$ cat config.mk
export PLATFORM = sky130hd
export DESIGN_NAME = fetch_buf_reader
export DESIGN_NICKNAME = d
export VERILOG_FILES = /design/src/rtl/fetch_buf_reader.sv
export SDC_FILE = /design/constraint.sdc
export NUM_CORES = 1
export LEC_CHECK = 0
export BUFFER_PORTS_ARGS = -buffer_cell sky130_fd_sc_hd__buf_2
export CAP_MARGIN = 20
export CORE_ASPECT_RATIO = 0.7
export CORE_MARGIN = 4
export CORE_UTILIZATION = 40
export CTS_CLUSTER_DIAMETER = 60
export DETAILED_ROUTE_END_ITERATION = 6
export GPL_ROUTABILITY_DRIVEN = 1
export PLACE_DENSITY_LB_ADDON = 0.12
export SYNTH_ARGS = -nofsm -noshare
export SYNTH_HDL_FRONTEND = slang
export SYNTH_SLANG_ARGS = --single-unit
$ cat constraint.sdc
create_clock -name clk -period 5.8 [get_ports clk]
set_input_delay 0 -clock clk [delete_from_list [all_inputs] [get_ports clk]]
set_output_delay 0 -clock clk [all_outputs]
set_load 0.05 [all_outputs]
$ cat src/rtl/fetch_buf_reader.sv
`default_nettype none
// ============================================================================
// Module      : fetch_buf_reader
// Description : Decode-side consumer of the two-half fetch buffer.
//               - Holds the two HALF_BYTES-wide halves written by the fetch FSM.
//               - Keeps the decode read pointer.
//               - Presents a WIN_BYTES-wide circular window and the count of
//                 contiguous valid bytes starting at the pointer.
//               - Retires a half once decode consumes past it, and reports
//                 the pointer half and per-half valid bits back to fetch.
// Revision    : 1.0 - initial release
// ----------------------------------------------------------------------------
// Parameters
//   HALF_BYTES   bytes per buffer half (power of 2); buffer is 2*HALF_BYTES
//   WIN_BYTES    bytes presented to decode per cycle (<= HALF_BYTES)
// Ports
//   clk           clock
//   rst_n         asynchronous active-low reset
//   f_ld_buf_i    per-half load strobes (bit k loads half k)
//   f_line_i      fetched line, byte 0 in bits [7:0]
//   flush_i       redirect: invalidate both halves, reload pointer
//   flush_off_i   byte offset of the redirect target within the next line
//   de_take_i     decode consumes de_len_i bytes this cycle
//   de_len_i      number of bytes consumed (1..WIN_BYTES)
//   win_bytes_o   bytes ptr..ptr+WIN_BYTES-1, circular over the buffer
//   de_avail_o    contiguous valid bytes starting at ptr
//   de_p_o        half holding the read pointer (pointer MSB)
//   buf_vld_o     per-half valid bits
//   de_ovr_o      one-cycle pulse: consume exceeded de_avail_o, ignored
// Build option
//   FBUF_ZERO_MASK_EN  when defined, window bytes at or beyond de_avail_o
//                      are forced to 8'h00; otherwise raw storage is shown.
// ============================================================================
module fetch_buf_reader #(
    parameter int HALF_BYTES = 16,
    parameter int WIN_BYTES  = 16
) (
    input  logic                            clk,
    input  logic                            rst_n,
    input  logic [1:0]                      f_ld_buf_i,
    input  logic [8*HALF_BYTES-1:0]         f_line_i,
    input  logic                            flush_i,
    input  logic [$clog2(HALF_BYTES)-1:0]   flush_off_i,
    input  logic                            de_take_i,
    input  logic [$clog2(WIN_BYTES):0]      de_len_i,
    output logic [8*WIN_BYTES-1:0]          win_bytes_o,
    output logic [$clog2(2*HALF_BYTES):0]   de_avail_o,
    output logic                            de_p_o,
    output logic [1:0]                      buf_vld_o,
    output logic                            de_ovr_o
);

    // ------------------------------------------------------------------------
    // Derived sizes
    // ------------------------------------------------------------------------
    localparam int c_OFF_W = $clog2(HALF_BYTES);        // offset within a half
    localparam int c_PTR_W = c_OFF_W + 1;               // pointer over both halves
    localparam int c_AVL_W = $clog2(2*HALF_BYTES) + 1;  // 0..2*HALF_BYTES
    localparam int c_LEN_W = $clog2(WIN_BYTES) + 1;     // 0..WIN_BYTES

    // ------------------------------------------------------------------------
    // State
    // ------------------------------------------------------------------------
    logic [8*HALF_BYTES-1:0] half_q [2];
    logic [c_PTR_W-1:0]      ptr_q,  ptr_d;
    logic [1:0]              vld_q,  vld_d;
    logic                    ovr_q,  ovr_d;

    // ------------------------------------------------------------------------
    // Combinational view of the registered state
    // ------------------------------------------------------------------------
    logic                    w_hi;
    logic [c_OFF_W-1:0]      w_lo;
    logic [c_AVL_W-1:0]      w_avail;
    logic [16*HALF_BYTES-1:0] w_flat;

    assign w_hi   = ptr_q[c_PTR_W-1];
    assign w_lo   = ptr_q[c_OFF_W-1:0];
    assign w_flat = {half_q[1], half_q[0]};

    // Contiguous run starting at ptr: rest of the current half, plus the
    // whole other half when it is also valid. The other half always follows
    // the current one in circular order, so validity alone is enough.
    always_comb begin
        w_avail = '0;
        if (vld_q[w_hi]) begin
            w_avail = c_AVL_W'(HALF_BYTES) - c_AVL_W'(w_lo);
            if (vld_q[~w_hi]) begin
                w_avail = w_avail + c_AVL_W'(HALF_BYTES);
            end
        end
    end

    // ------------------------------------------------------------------------
    // Decode window: byte i comes from buffer byte (ptr + i) mod 2*HALF_BYTES;
    // the pointer-width add wraps naturally.
    // ------------------------------------------------------------------------
    for (genvar gi = 0; gi < WIN_BYTES; gi++) begin : g_win
        logic [c_PTR_W-1:0] w_idx;
        assign w_idx = ptr_q + c_PTR_W'(gi);
`ifdef FBUF_ZERO_MASK_EN
        assign win_bytes_o[gi*8 +: 8] = (c_AVL_W'(gi) < w_avail)
                                        ? w_flat[{w_idx, 3'b000} +: 8]
                                        : 8'h00;
`else
        assign win_bytes_o[gi*8 +: 8] = w_flat[{w_idx, 3'b000} +: 8];
`endif
    end

    // ------------------------------------------------------------------------
    // Next-state logic
    // ------------------------------------------------------------------------
    logic               w_len_nz;
    logic               w_fits;
    logic               w_consume;
    logic               w_over;
    logic [c_PTR_W-1:0] w_ptr_nxt;
    logic [1:0]         w_rel;

    assign w_len_nz  = (de_len_i != '0);
    assign w_fits    = (c_AVL_W'(de_len_i) <= w_avail);
    // A zero-length take is treated as a no-op: neither consume nor overflow.
    assign w_consume = de_take_i && w_len_nz && w_fits;
    assign w_over    = de_take_i && w_len_nz && !w_fits;
    assign w_ptr_nxt = ptr_q + c_PTR_W'(de_len_i);

    // Leaving a half (including landing exactly on the next half's first
    // byte) releases it. Only the half the pointer started in can be left,
    // since one consume never exceeds a half.
    always_comb begin
        w_rel = 2'b00;
        if (w_consume && (w_ptr_nxt[c_PTR_W-1] != w_hi)) begin
            w_rel[w_hi] = 1'b1;
        end
    end

    always_comb begin
        ptr_d = ptr_q;
        vld_d = vld_q;
        ovr_d = 1'b0;
        if (flush_i) begin
            // Redirect wins over any load or consume in the same cycle.
            ptr_d = {1'b0, flush_off_i};
            vld_d = 2'b00;
        end else begin
            if (w_consume) begin
                ptr_d = w_ptr_nxt;
            end
            // Load after release so a same-cycle reload of the released half
            // leaves it valid.
            vld_d = (vld_q & ~w_rel) | f_ld_buf_i;
            ovr_d = w_over;
        end
    end

    // ------------------------------------------------------------------------
    // Registers
    // ------------------------------------------------------------------------
    always_ff @(posedge clk or negedge rst_n) begin
        if (!rst_n) begin
            ptr_q <= '0;
            vld_q <= 2'b00;
            ovr_q <= 1'b0;
        end else begin
            ptr_q <= ptr_d;
            vld_q <= vld_d;
            ovr_q <= ovr_d;
        end
    end

    for (genvar gh = 0; gh < 2; gh++) begin : g_half
        always_ff @(posedge clk or negedge rst_n) begin
            if (!rst_n) begin
                half_q[gh] <= '0;
            end else if (!flush_i && f_ld_buf_i[gh]) begin
                half_q[gh] <= f_line_i;
            end
        end
    end

    // ------------------------------------------------------------------------
    // Outputs
    // ------------------------------------------------------------------------
    assign de_avail_o = w_avail;
    assign de_p_o     = ptr_q[c_PTR_W-1];
    assign buf_vld_o  = vld_q;
    assign de_ovr_o   = ovr_q;

endmodule
`default_nettype wire

Word-level counts from Yosys, hierarchy flattened

Cells that the tools add are included.

Memories kept: 0
Bits of input ports: 143
Latch bits: 0
RAM bits: 0
Register bits: 264
Bits in read-only memories: 0
Word-level logic and storage cells: 72

Muxes and demuxes: 13
$mul: 0
Div/mod/pow operators: 0
Equal/unequal tests: 1
Bitwise gates (word level): 4
Add/subtract/negate cells: 18
Shift operators: 16
Reductions and logical operators: 11
$lt $le $gt $ge: 4

Operators by type and width:

| kind                                                       | count |
|---|---|
| variable part select 256 x 9 -> 8 bit                      | 16 |
| adder 5 x 4 -> 5 bit, second input constant                | 8 |
| adder 5 x 3 -> 5 bit, second input constant                | 4 |
| 2-to-1 mux 6 bit                                           | 2 |
| adder 5 x 2 -> 5 bit, second input constant                | 2 |
| 2-to-1 mux 5 bit                                           | 2 |
| logical AND 1 bit                                          | 7 |
| adder 6 x 5 -> 6 bit, second input constant                | 1 |
| <= comparator 5 x 6 -> 1 bit                               | 1 |
| 2-to-1 mux 1 bit                                           | 6 |
| subtractor 5 x 4 -> 6 bit, first input constant            | 1 |
| adder 5 x 1 -> 5 bit, second input constant                | 1 |
| adder 5 bit                                                | 1 |
| nonzero test 5 bit                                         | 1 |
| less-than comparator 1 x 2 -> 1 bit, second input constant | 2 |
| 2-to-1 mux 2 bit                                           | 2 |
| bitwise AND 2 bit                                          | 1 |
| logical NOT 1 bit                                          | 2 |
| inverter 2 bit                                             | 1 |
| bitwise OR 2 bit                                           | 1 |
| nonzero test 2 bit                                         | 1 |
| demux 1 bit (select 1 bit)                                 | 1 |
| >= comparator 1 bit, second input constant                 | 1 |
| inequality test 1 bit                                      | 1 |
| inverter 1 bit                                             | 1 |

Logic depth before layout (Yosys ltp)

Gate-level depths: netlist of the first run.

Depth in word-level cells: 13
Gate-level depth with buffers: 17
Depth with buffers taken out: 11

Worst setup path before layout of the first run

No wires, ideal clock.

Path kind: flip-flop to flip-flop
Start: register ptr_q[1]
End: register ptr_q[4]
Arrival time: 3.957 ns
Slack: 1.708 ns
Library setup time: 0.135 ns
Period minus slack after synthesis: 4.092 ns
Data required time: 5.665 ns
Stages on the path, launching flop included: 17
Buffers on the path: 7
Path through: dfrtp_1 buf_4 buf_4 buf_4 clkbuf_1 inv_1 ha_1 buf_2 buf_2 clkbuf_1 nand2_1 ha_1 nand2b_1 a21oi_1 o311ai_1 a41o_1 a21oi_1

Cells in the longest elaborated chain, start to end: 7
Elaborated cells on any way between the ends: 10
Classes of those cells: add/sub (3); order compare (1); mux (4); reduce/logical (2)

Ends and longest elaborated chain:

| item                                | RTL line | RTL |
|---|---|---|
| start, declared                     | 65       | `logic [c_PTR_W-1:0] ptr_q, ptr_d;` |
| start signal, assigned              | 165      | `ptr_q <= ptr_d;` |
| subtractor 5 x 4 -> 6 bit           | 87       | `w_avail = c_AVL_W'(HALF_BYTES) - c_AVL_W'(w_lo);` |
| adder 6 x 5 -> 6 bit                | 89       | `w_avail = w_avail + c_AVL_W'(HALF_BYTES);` |
| 2-to-1 mux 6 bit                    | 88       | `if (vld_q[~w_hi]) begin` |
| 2-to-1 mux 6 bit                    | 86       | `if (vld_q[w_hi]) begin` |
| <= comparator 5 x 6 -> 1 bit        | 121      | `assign w_fits = (c_AVL_W'(de_len_i) <= w_avail);` |
| logical AND 1 bit                   | 123      | `assign w_consume = de_take_i && w_len_nz && w_fits;` |
| nonzero test 2 bit (no source line) | --       |  |

Several ways; a longest one is shown, not always the timed one. The select of a mux whose other input is x is not followed.
A chain may end at the register's enable or synchronous reset.

Final worst setup path of the first run

Start: register ptr_q[0]
End: output port win_bytes_o[7]

Cells in the longest elaborated chain, start to end: 1

Ends and longest elaborated chain:

| item                                  | RTL line | RTL |
|---|---|---|
| variable part select 256 x 9 -> 8 bit | 106      | `assign win_bytes_o[gi*8 +: 8] = w_flat[{w_idx, 3'b000} +: 8];` |
| end, declared                         | 46       | `output logic [8*WIN_BYTES-1:0] win_bytes_o,` |

Every way passes these cells.

==> results of run 1 <==
-- logic make-up after synthesis --
kind of cell	after synthesis
muxes	691
and+or+nand+nor	601
DFF	264
AOI/OAI and AO/OA	235
buffers and inverters	173
xor gates and xnor gates	39
adders and majority gates	24
-- metrics by stage --
step | total power, µW | cells | util (%) | setup slack [ps]
after global routing | 14500 | 3129 | 49.2 | 1090
after detailed placement | 11600 | 2926 | 44.5 | 1930
final | 14000 | 3130 | 49.2 | 1300
after CTS | 13900 | 3125 | 49.1 | 1320
after global placement | 11500 | 2926 | 44.5 | 1930
after floorplan | 8660 | 2027 | - | 1710
-- flip-flops by register name, summed over array words and instances, names as in the netlist --
| name | count |
|---|---|
| buf_vld_o | 2 |
| ptr_q | 5 |
| half_q | 256 |
| de_ovr_o | 1 |
-- worst max path at each step --
| stage | to | start | slack, ps | cells past startpoint |
|---|---|---|---|---|
| after floorplan | ptr_q[4] | ptr_q[1] | 1710 | 16 |
| after global placement | win_bytes_o[123] | ptr_q[0] | 1930 | 7 |
| after detailed placement | win_bytes_o[123] | ptr_q[0] | 1930 | 7 |
| after CTS | win_bytes_o[123] | ptr_q[0] | 1320 | 7 |
| after global routing | win_bytes_o[71] | ptr_q[0] | 1090 | 7 |
| final | win_bytes_o[7] | ptr_q[0] | 1300 | 7 |
-- layout by cell type (no fill, tap or decap), types with 3 or more instances in the layout --
cell and count:
sky130_fd_sc_hd__a21boi_1 3, sky130_fd_sc_hd__a21oi_1 33, sky130_fd_sc_hd__a221oi_1 27, sky130_fd_sc_hd__a31o_1 4, sky130_fd_sc_hd__a31oi_1 3, sky130_fd_sc_hd__and2_1 5
sky130_fd_sc_hd__buf_12 6, sky130_fd_sc_hd__buf_2 279, sky130_fd_sc_hd__buf_4 32, sky130_fd_sc_hd__bufinv_16 3, sky130_fd_sc_hd__clkbuf_1 5, sky130_fd_sc_hd__clkbuf_16 35
sky130_fd_sc_hd__clkbuf_8 7, sky130_fd_sc_hd__dfrtp_1 261, sky130_fd_sc_hd__dlygate4sd3_1 140, sky130_fd_sc_hd__ha_1 21, sky130_fd_sc_hd__inv_1 12, sky130_fd_sc_hd__inv_2 4
sky130_fd_sc_hd__inv_6 4, sky130_fd_sc_hd__mux2_1 25, sky130_fd_sc_hd__mux2_2 301, sky130_fd_sc_hd__mux2i_1 87, sky130_fd_sc_hd__mux4_2 278, sky130_fd_sc_hd__nand2_1 498
sky130_fd_sc_hd__nand2b_1 5, sky130_fd_sc_hd__nand3_1 4, sky130_fd_sc_hd__nor2_1 69, sky130_fd_sc_hd__nor2b_1 8, sky130_fd_sc_hd__nor3_1 5, sky130_fd_sc_hd__o211ai_1 10
sky130_fd_sc_hd__o21ai_0 12, sky130_fd_sc_hd__o21ai_1 17, sky130_fd_sc_hd__o22ai_1 119, sky130_fd_sc_hd__xnor2_1 24, sky130_fd_sc_hd__xnor2_2 9, sky130_fd_sc_hd__xor2_1 4
-- timing repair --
item / 4_1_cts / 5_1_grt
endpoints found under the hold margin: 375 / 0
setup buffers: 0 / 0
endpoints found under the setup margin: 0 / 0
hold buffers: 140 / 0
-- worst reg2reg max path: cells and delay by family, from the launching register on --
kind / cells / cell delay [ps]
flip-flops: 1 / 830
adder cells (fa/ha/maj): 2 / 730
AND/OR/NAND/NOR: 3 / 470
AO/OA/AOI/OAI: 3 / 350
buffers and inverters: 4 / 1490
-- power groups by stage --
stage          clock network (µW)  logic [µW]  registers (µW)
2_1_floorplan                   0        6300            2360
3_3_place_gp                    0        8970            2530
3_5_place_dp                    0        9000            2560
4_1_cts                      2250        9110            2530
5_1_grt                      2330        9610            2580
6_report                     2190        9310            2540
-- routing by layer --
layer | share of wire (%) | GRT usage (%) | wire [µm]
met1 | 42 | 43.7 | 39500
met2 | 45 | 45.8 | 41900
met4 | 1.8 | 5.55 | 1720
met5 | 0 | 0 | 0
met3 | 11 | 7.03 | 9890
-- cell type report --
| cell class | count | share of cell area (%) |
|---|---|---|
| Tap cell | 740 | 3.38 |
| Multi-Input combinational cell | 1590 | 56.3 |
| Inverter | 16 | 0.219 |
| Antenna cell | 1 | 0.00914 |
| Sequential cell | 264 | 24.2 |
| Clock inverter | 12 | 0.640 |
| Timing Repair Buffer | 460 | 11.7 |
| Clock buffer | 47 | 3.62 |
==> metrics.sh, run 1 <==
CLKLATENCYLATEPIN_PS=530
XOR_AND_XNOR_AREA_SHARE_AFTER_SYNTHESIS_PCT=1.60
POST_DR_VIAS_CELL=6.39
LAYOUT-DRIVE-GT1-SHARE_PCT=40.9
SYNTH_FP_NETS=2194
CRIT_PATH_START_KIND='flip-flop'
LAYOUT.NETS=2533
CLOCKROOTBUFFER='sky130_fd_sc_hd__clkbuf_16'
ENDPOINT_OF_THE_WORST_REGISTER_TO_REGISTER_PATH='ptr_q[0]'
SYNTHDISTINCTLIBCELLS=44
CLOCK_TREE_FROM_TRITONCTS='done'
DRCVIOLATIONCOUNT=0
CLOCKBUFFERDEPTH=3
SW_FRAC_OF_TOTAL_PCT=54.4
FINAL.PERIOD_UTILIZATION_PCT=77.6
CRIT_PATH_END_KIND='output port'
FINAL.SETUP.TNS_PS=0
SYNTH_TOP_AREA_SHARE_PCT=29.1
SYN-MEAN-INSTANCE-AREA_UM2=11.2
DESIGN.PORTCOUNT=281
DIE_AREA_UM2=60700
FINAL_CELL_AREA_UM2=27400
SYNTH-COMPOUND-AREA-SHARE_PCT=6.62
POWER.STATIC_LEAKAGE_uW=0.0115
FINALWIRELENGTH_UM=93000
CRITPATHMAXSTAGEDELAY_PS=1000
SYNTH_FF_TYPE='sky130_fd_sc_hd__dfrtp_1'
POST_SYNTH_AND_OR_NAND_NOR_AREA_FRACTION_PCT=10.3
RELSLEWSLACK_PCT=13.2
FINALHOLDVIOLATIONS=0
INTPOWER_uW=6400
FIN_CRIT_PS=4500
MIN_PATH_TYPE='input pin to asynchronous set/reset pin'
CRIT_ARRIVAL_PS=4500
CRITICAL_PATH.TOP_DELAY_FAMILY='compound AO/OA/AOI/OAI gates'
TIMING.HOLD.WS_PS=26.9
DRV_SLEW=0
WORST_R2R_STARTPOINT='ptr_q[1]'
POST-SYNTH-TOP-COUNT-CELL='sky130_fd_sc_hd__nand2_1'
VERTICAL_DIE_DIMENSION_UM=207
GRT_START_MAX_NET_PINS=154
CRITPATHKIND='flip-flop to output port'
YOSYS_REGISTER_BITS=264
POWER_FRAC_CLOCK_PCT=15.6
YOSYS_SYNTHESIS_WARNING_COUNT=0
LARGEST_CLOCK_SKEW_IN_THE_FINAL_DESIGN_PS=1.55
GRT.TOTAL_USAGE_PCT=29.8
CRITPATHBUFINV=2
LEADING_POST_SYNTHESIS_CELLS_BY_INSTANCE_COUNT='sky130_fd_sc_hd__nand2_1, sky130_fd_sc_hd__mux2_2, sky130_fd_sc_hd__mux4_2, sky130_fd_sc_hd__dfrtp_1, sky130_fd_sc_hd__o22ai_1'
FINALSETUPVIOLCOUNT=0
SEQ_AREA_UM2=6620
POST_ROUTE_ANTENNA_NET_VIOLATION_COUNT=0
SYNTH_MUX_AREA_SHARE_PCT=47.6
SYNTH_TOP_FAMILY_BY_AREA='multiplexers'
FLOORPLAN.ROWS=72
CPMAXSTAGEDELAYCELL='sky130_fd_sc_hd__a221oi_1'
SETUP_SLACK_ON_THE_WORST_FLOP_TO_FLOP_PATH_PS=1850
SYNTH_CELLS=2027
PLACEMENT.IO_BUFFERS=280
MULTI_INPUT_COMB_AREA_UM2=15400
ANTENNA_FOUND_INITIAL=3
NETLIST_AREA_BEFORE_PLACEMENT_UM2=22700
CRIT_PATH_CELL_TRACE='buf_12 -> mux4_2 -> nand2_1 -> nand2_1 -> o22ai_1 -> a221oi_1 -> buf_2'
TIMING.CRITICAL_PATH.MODE_CELL='sky130_fd_sc_hd__nand2_1'
CP_MAX_FO=144
CTS.SINK_COUNT=264
FIRST_GLOBAL_VIAS=18862
CORE_REGION_AREA_UM2=55700
NET-SWITCHING-POWER_uW=7640
TIMING.MAX_CAP.VIOLATIONS=0
POST_DRT_WL_PER_CELL_UM=29.7
NUM_VIAS=19986
YOSYS.AREA.TOP_TYPE='sky130_fd_sc_hd__dfrtp_1'
SYNTH_ADDER_AREA_SHARE_PCT=1.36
NUMCTSBUFFERS=34
POWER-PER-CELL-AREA_nW_PER_UM2=513
YS_SEQ_AREA_SHARE_PCT=29.1
GRT_FIRST_PASS_WIRELENGTH_UM=133000
P_SEQ_SHARE_PCT=18.1
PLACEDINSTANCEAREA_UM2=24800
AREA_GROWTH_SYN_TO_LAYOUT_PCT=20.6
FILLER_CELL_COUNT=5001
F_MAX_GHz=0.222
CRITICAL_PATH_REQUIRED_PS=5800
COMB_POWER_SHARE_PCT=66.3
YS_ASYNC_SR_FRACTION_PCT=100
SYNTHTOPCELLSBYAREA='sky130_fd_sc_hd__dfrtp_1, sky130_fd_sc_hd__mux4_2, sky130_fd_sc_hd__mux2_2'
PLACE_CONGESTION=0.987
SYNTH-EDFF-COUNT=0
POST_CTS_RESIZED=0
TIGHTESTPINTRANSITION_PS=1300
OVERFLOW=0
START_UTIL_PCT=40.8
IR_DROP_V=0.000395
REG2REG_DEPTH=12
CTS-HTREE-LEVELS=2
DPL.HPWL_UM=72800
DRT-PASS1-ITER-COUNT=6
PATH_CLK_SLEW_PS=60
RUN_STATUS='finished, final reports clean'
DIE_WIDTH_UM=293
RSZ_0062_RAISED_AFTER_GLOBAL_ROUTING='no'
DR.FIRST_ITER.DRC_COUNT=2492
No activity file was read; power rests on OpenSTA's default activity.
==> run 2: changes to the inputs <==
clock period = 3.8 ns   (was 5.8 ns; I/O delays follow)
==> run 2 against run 1 <==
  * Largest power group unchanged
  * First-iteration DRC count up 22%
  * Critical endpoint is now win_bytes_o[70]
  * Clock-buffer cell count down 12
  * Clock skew up 9.1 ps
  * Routed wire length up 2.7%
  * Register-to-register slack worse by 1600 ps
  * Final cell count up 0.70%
  * Clock power up 55%
  * Total power up 55%
  * Sequential cell count unchanged
  * The run now ends with DRC, hold timing, setup timing left
  * Die area unchanged
==> metrics.sh, run 2 (same netlist as run 1, synthesis figures left out) <==
SW_FRAC_OF_TOTAL_PCT=54.1
RUN_STATUS='finished, violations left'
DR.FIRST_ITER.DRC_COUNT=3049
AREA_GROWTH_SYN_TO_LAYOUT_PCT=22.4
CTS_SETUP_BUFFERS=0
POWER_FRAC_CLOCK_PCT=15.7
FINAL.SETUP.TNS_PS=-0.813
OVERFLOW=0
NUMCTSBUFFERS=31
LAYOUT.NETS=2556
CP_MAX_FO=23
CRIT_PATH_CELL_TRACE='buf_4 -> inv_1 -> nand2_1 -> o22ai_1 -> a221oi_1 -> buf_2'
POST_DR_VIAS_CELL=6.45
TIMING.MAX_CAP.VIOLATIONS=0
CLOCKBUFFERDEPTH=3
CRIT_ARRIVAL_PS=3800
DIE_WIDTH_UM=293
F_MAX_GHz=0.263
POST_ROUTE_ANTENNA_NET_VIOLATION_COUNT=0
CTS-HTREE-LEVELS=1
CORE_REGION_AREA_UM2=55700
FINAL_CELL_AREA_UM2=27800
DRCVIOLATIONCOUNT=1
CLKLATENCYLATEPIN_PS=620
START_UTIL_PCT=40.8
LARGEST-REGISTER='half_q'
CRITPATHBUFINV=3
CPMAXSTAGEDELAYCELL='sky130_fd_sc_hd__a221oi_1'
LAYOUT.CORE_UTILIZATION_PCT=49.9
ANTENNA_FOUND_INITIAL=2
CRITICAL_PATH.TOP_DELAY_FAMILY='buffers and inverters'
VIOLATIONS='DRC, hold timing, setup timing'
TIMING.HOLD.WS_PS=-8.50
FINALWIRELENGTH_UM=95500
PLACEDINSTANCEAREA_UM2=25200
PLACE_CONGESTION=1.02
FINAL.PERIOD_UTILIZATION_PCT=100
CRIT_PATH_END_KIND='output port'
DPL.HPWL_UM=73700
DESIGN.PORTCOUNT=281
FINALPOWER_uW=21700
INTPOWER_uW=9980
CRITPATHKIND='flip-flop to output port'
WORST_SLACK_PS=-0.813
VERTICAL_DIE_DIMENSION_UM=207
NET-SWITCHING-POWER_uW=11800
DRT-PASS1-ITER-COUNT=7
PATH_CLK_SLEW_PS=70
DIE_AREA_UM2=60700
TIGHTESTPINTRANSITION_PS=1130
COMB_POWER_SHARE_PCT=66.7
RELSLEWSLACK_PCT=24.2
CRIT_PATH_START_KIND='flip-flop'
POWER.STATIC_LEAKAGE_uW=0.0117
CRITICAL_PATH_REQUIRED_PS=3800
FILLER_CELL_COUNT=5001
GRT.TOTAL_USAGE_PCT=30.4
LARGEST_CLOCK_SKEW_IN_THE_FINAL_DESIGN_PS=10.6
P_SEQ_SHARE_PCT=17.7
NUM_VIAS=20341
DP_WORST_SETUP_SLACK_PS=657
MOSTFREQUENTLAYOUTCELLS='sky130_fd_sc_hd__nand2_1, sky130_fd_sc_hd__mux2_2, sky130_fd_sc_hd__mux4_2, sky130_fd_sc_hd__buf_2, sky130_fd_sc_hd__dfrtp_1'
RSZ_0062_RAISED_AFTER_GLOBAL_ROUTING='yes'
FINALSETUPVIOLCOUNT=1
GRT_FIRST_PASS_WIRELENGTH_UM=137000
FIN_CRIT_PS=3800
CRITPATHMAXSTAGEDELAY_PS=740
LARGEST_REG_FLOPS=256
POWER-PER-CELL-AREA_nW_PER_UM2=781
FIRST_GLOBAL_VIAS=18973
FINALHOLDVIOLATIONS=3
LAYOUT-DRIVE-GT1-SHARE_PCT=42.8
CTS.SINK_COUNT=264
CLOCKROOTBUFFER='sky130_fd_sc_hd__clkbuf_16'
POST_DRT_WL_PER_CELL_UM=30.3
DRV_SLEW=0
PLACEMENT.IO_BUFFERS=280
IR_DROP_V=0.000650
FLOORPLAN.ROWS=72
GRT_START_MAX_NET_PINS=102
MOST_COMMON_CELL_AFTER_LAYOUT_FILL_AND_TAPS_ASIDE='sky130_fd_sc_hd__nand2_1'
CLOCK_TREE_FROM_TRITONCTS='done'
MIN_PATH_TYPE='input pin to asynchronous set/reset pin'
run 2: layout make-up:
cell class              count  area, µm²  share of cell area, %
diodes                      1       2.50                0.00900
clock buffers              35        831                   2.99
clock inverters            20        322                   1.16
inverters                  16       62.6                  0.225
multi-input cells        1590      15500                   55.9
flip-flops and latches    264       6620                   23.8
well taps                 740        926                   3.33
repair buffers            486       3500                   12.6
run 2: what timing repair did:
action,in CTS,in global routing
endpoints found under the setup margin,1,7
hold endpoints to repair,399,0
resized for setup,1,9
hold buffers,142,0
run 2: metal layers:
layer  vias up  global-route usage (%)  part of all wire [%]
met4         0                    7.55                   2.9
li1       8464                       -                     -
met3       110                    6.89                    11
met5         -                       0                     0
met1     10519                    45.0                    42
met2      1248                    45.4                    44
run 2: path summary, 6_finish.rpt:
kind	endpoint	cells after the start	startpoint	slack (ps)
worst min register to register	half_q[119]	1	half_q[119]	580
worst min-delay path	de_ovr_o	2	rst_n	-8
min in group clk	ptr_q[4]	5	de_len_i[3]	40
max in group asynchronous	half_q[144]	3	rst_n	2780
worst max register to register	buf_vld_o[1]	11	ptr_q[0]	210
worst max-delay path	win_bytes_o[70]	6	ptr_q[4]	-0.8
run 2: per-stage QoR:
step	hold WS, ps	cells
floorplan	-296	2027
global placement	61.8	2952
detailed placement	59.4	2953
CTS	6.49	3150
global route	29.6	3151
finish	-8.50	3152
run 2: power groups by stage:
stage	clock network (µW)	logic, µW	registers (µW)
CTS	3470	14200	3810
floorplan	0	9740	3600
detailed placement	0	14000	3860
global route	3570	15000	3890
global placement	0	14000	3810
finish	3400	14500	3840
==> run 3: changes to the inputs <==
==> constraint.sdc (replaced) <==
create_clock -name clk -period 3.8 [get_ports clk]
set_input_delay 0.76 -clock clk [delete_from_list [all_inputs] [get_ports clk]]
set_output_delay 0.76 -clock clk [all_outputs]
set_load 0.05 [all_outputs]
==> run 3 against run 2 <==
  * The run ends with setup timing left
  * Via count rose by 2.7%
  * Critical path depth rose by 3
  * Non-clock buffer count fell by 36
  * Sequential cell count did not move
  * Die area did not move
  * Sequential power barely moved
  * Final area rose by 10%
  * Critical path type unchanged
  * Largest cell class unchanged
==> metrics.sh, run 3 (same netlist as run 1, synthesis figures left out) <==
DP_WORST_SETUP_SLACK_PS=172
NUMCTSBUFFERS=34
WL_MET3_UM=15100
DRCVIOLATIONCOUNT=0
CPMAXSTAGEDELAYCELL='sky130_fd_sc_hd__mux4_2'
GRT_FIRST_PASS_WIRELENGTH_UM=143000
DIE_AREA_UM2=60700
POST_DRT_WL_PER_CELL_UM=33.1
FINALWIRELENGTH_UM=103000
FINAL_CELL_AREA_UM2=30700
GRT_START_MAX_NET_PINS=129
RSZ_0062_RAISED_AFTER_GLOBAL_ROUTING='yes'
IR_DROP_V=0.000719
CP_MAX_FO=7
TIMING.MAX_CAP.VIOLATIONS=0
POWER.STATIC_LEAKAGE_uW=0.0126
GRT.TOTAL_USAGE_PCT=32.3
FLOORPLAN.ROWS=72
DIE_WIDTH_UM=293
CLOCK_TREE_FROM_TRITONCTS='done'
MOST_COMMON_CELL_AFTER_LAYOUT_FILL_AND_TAPS_ASIDE='sky130_fd_sc_hd__nand2_1'
AREA_GROWTH_SYN_TO_LAYOUT_PCT=35.2
F_MAX_GHz=0.250
PLACEMENT.IO_BUFFERS=280
CP-STARTPOINT='ptr_q[0]'
POWER-PER-CELL-AREA_nW_PER_UM2=845
PLACEDINSTANCEAREA_UM2=26200
FINAL.PERIOD_UTILIZATION_PCT=105
DESIGN.PORTCOUNT=281
POST_DR_VIAS_CELL=6.68
FINALHOLDVIOLATIONS=0
CORE_REGION_AREA_UM2=55700
FIN_CRIT_PS=4000
PATH_CLK_SLEW_PS=60
LARGEST-REGISTER='half_q'
ANTENNA_FOUND_INITIAL=0
LAYOUT-DRIVE-GT1-SHARE_PCT=60.0
FIRST_GLOBAL_VIAS=19590
CRITPATHMAXSTAGEDELAY_PS=630
LAYOUT.NETS=2523
CRIT_ARRIVAL_PS=3240
WORST_SLACK_PS=-199
CRITICAL_PATH_REQUIRED_PS=3040
MIN_PATH_TYPE='input pin to asynchronous set/reset pin'
POST_ROUTE_ANTENNA_NET_VIOLATION_COUNT=0
CLOCKBUFFERDEPTH=3
NUM_VIAS=20882
DRT-MET1-WL_UM=39700
WL_MET2_UM=45200
CTS.SINK_COUNT=264
CRIT_PATH_CELL_TRACE='inv_2 -> ha_4 -> buf_12 -> buf_16 -> mux4_2 -> nand2_2 -> nand2_2 -> mux4_2 -> buf_8'
CLOCKROOTBUFFER='sky130_fd_sc_hd__clkbuf_16'
OVERFLOW=0
DR.FIRST_ITER.DRC_COUNT=3089
DRV_SLEW=0
CRIT_PATH_START_KIND='flip-flop'
MOSTFREQUENTLAYOUTCELLS='sky130_fd_sc_hd__nand2_1, sky130_fd_sc_hd__mux2_2, sky130_fd_sc_hd__mux4_2'
WORST_R2R_STARTPOINT='ptr_q[1]'
DPL.HPWL_UM=74900
RELSLEWSLACK_PCT=20.2
DRT-PASS1-ITER-COUNT=6
PLACE_CONGESTION=1.00
CTS-HTREE-LEVELS=2
TIGHTESTPINTRANSITION_PS=1190
VERTICAL_DIE_DIMENSION_UM=207
LARGEST_REG_FLOPS=256
FINALSETUPVIOLCOUNT=52
CRIT_PATH_END_KIND='output port'
CRITPATHKIND='flip-flop to output port'
RUN_STATUS='finished, violations left'
CLKLATENCYLATEPIN_PS=540
LARGEST_CLOCK_SKEW_IN_THE_FINAL_DESIGN_PS=9.34
START_UTIL_PCT=40.8
HIGHEST_LAYER='met4'
VIOLATIONS='setup timing'
## run 3: cell count changes in the layout (fill, tap and decap cells not counted), sizes merged
cell,previous run,this run
buf,344,433
dlygate4sd3,142,0
diode,1,3
bufinv,6,3
clkbuf,35,57
clkinvlp,3,2
bufbuf,0,6
## run 3: layout make-up
class	instances	area (µm²)
antenna	3	7.51
clock buffer	46	977
clock inverter	16	219
fill	4691	25000
inverter	16	62.6
multi-input combinational	1590	17400
sequential	264	6620
tap	740	926
timing repair buffer	450	4510
## run 3: critical path, delay by kind of cell, from the launching register on
family / cells / cell delay (ps)
multiplexers: 2 / 1190
buffers and inverters: 4 / 610
flip-flops: 1 / 450
adder cells (fa/ha/maj): 1 / 290
AND/OR/NAND/NOR: 2 / 160
## run 3: path summary, 6_finish.rpt
| check | end | cells after the start | slack [ps] |
|---|---|---|---|
| min in group clk | half_q[193] | 2 | 440 |
| max in group asynchronous | half_q[220] | 2 | 2700 |
| worst max-delay path | win_bytes_o[126] | 9 | -200 |
| worst min-delay path | half_q[34] | 1 | 90 |
| worst min register to register | half_q[209] | 1 | 580 |
| worst max register to register | ptr_q[0] | 12 | 310 |
## run 3: routing by layer
metal	vias up	global-route usage (%)
li1	8430	-
met1	10834	44.9
met2	1423	48.0
met3	195	12.5
met4	0	7.50
met5	-	0
## run 3: power by group
| group | internal [µW] | leakage [µW] | switching (µW) |
|---|---|---|---|
| registers | 3230 | 0.00310 | 624 |
| clock network | 2050 | 0.000582 | 1360 |
| logic | 7210 | 0.00891 | 11500 |
| total | 12500 | 0.0126 | 13400 |
## run 3: what timing repair did
| action | 4_1_cts | 5_1_grt |
|---|---|---|
| pin swaps | 48 | 40 |
| buffers inserted | 33 | 23 |
| endpoints found under the hold margin | 0 | 0 |
| gates cloned | 19 | 9 |
| endpoints found under the setup margin | 118 | 122 |
| gates resized for setup | 335 | 201 |
| hold buffers | 0 | 0 |
## run 3: through the flow
stage	utilization [%]	hold WS, ps	setup TNS [ps]	total power [µW]	instances
after floorplan	-	464	-276	14100	2027
final	55.1	88.8	-4910	25900	3125
after global routing	55.1	102	-6450	26600	3122
after detailed placement	47.1	567	0	19000	2980
after CTS	53.1	84.4	-3620	24500	3093
after global placement	47.1	551	0	18900	2980
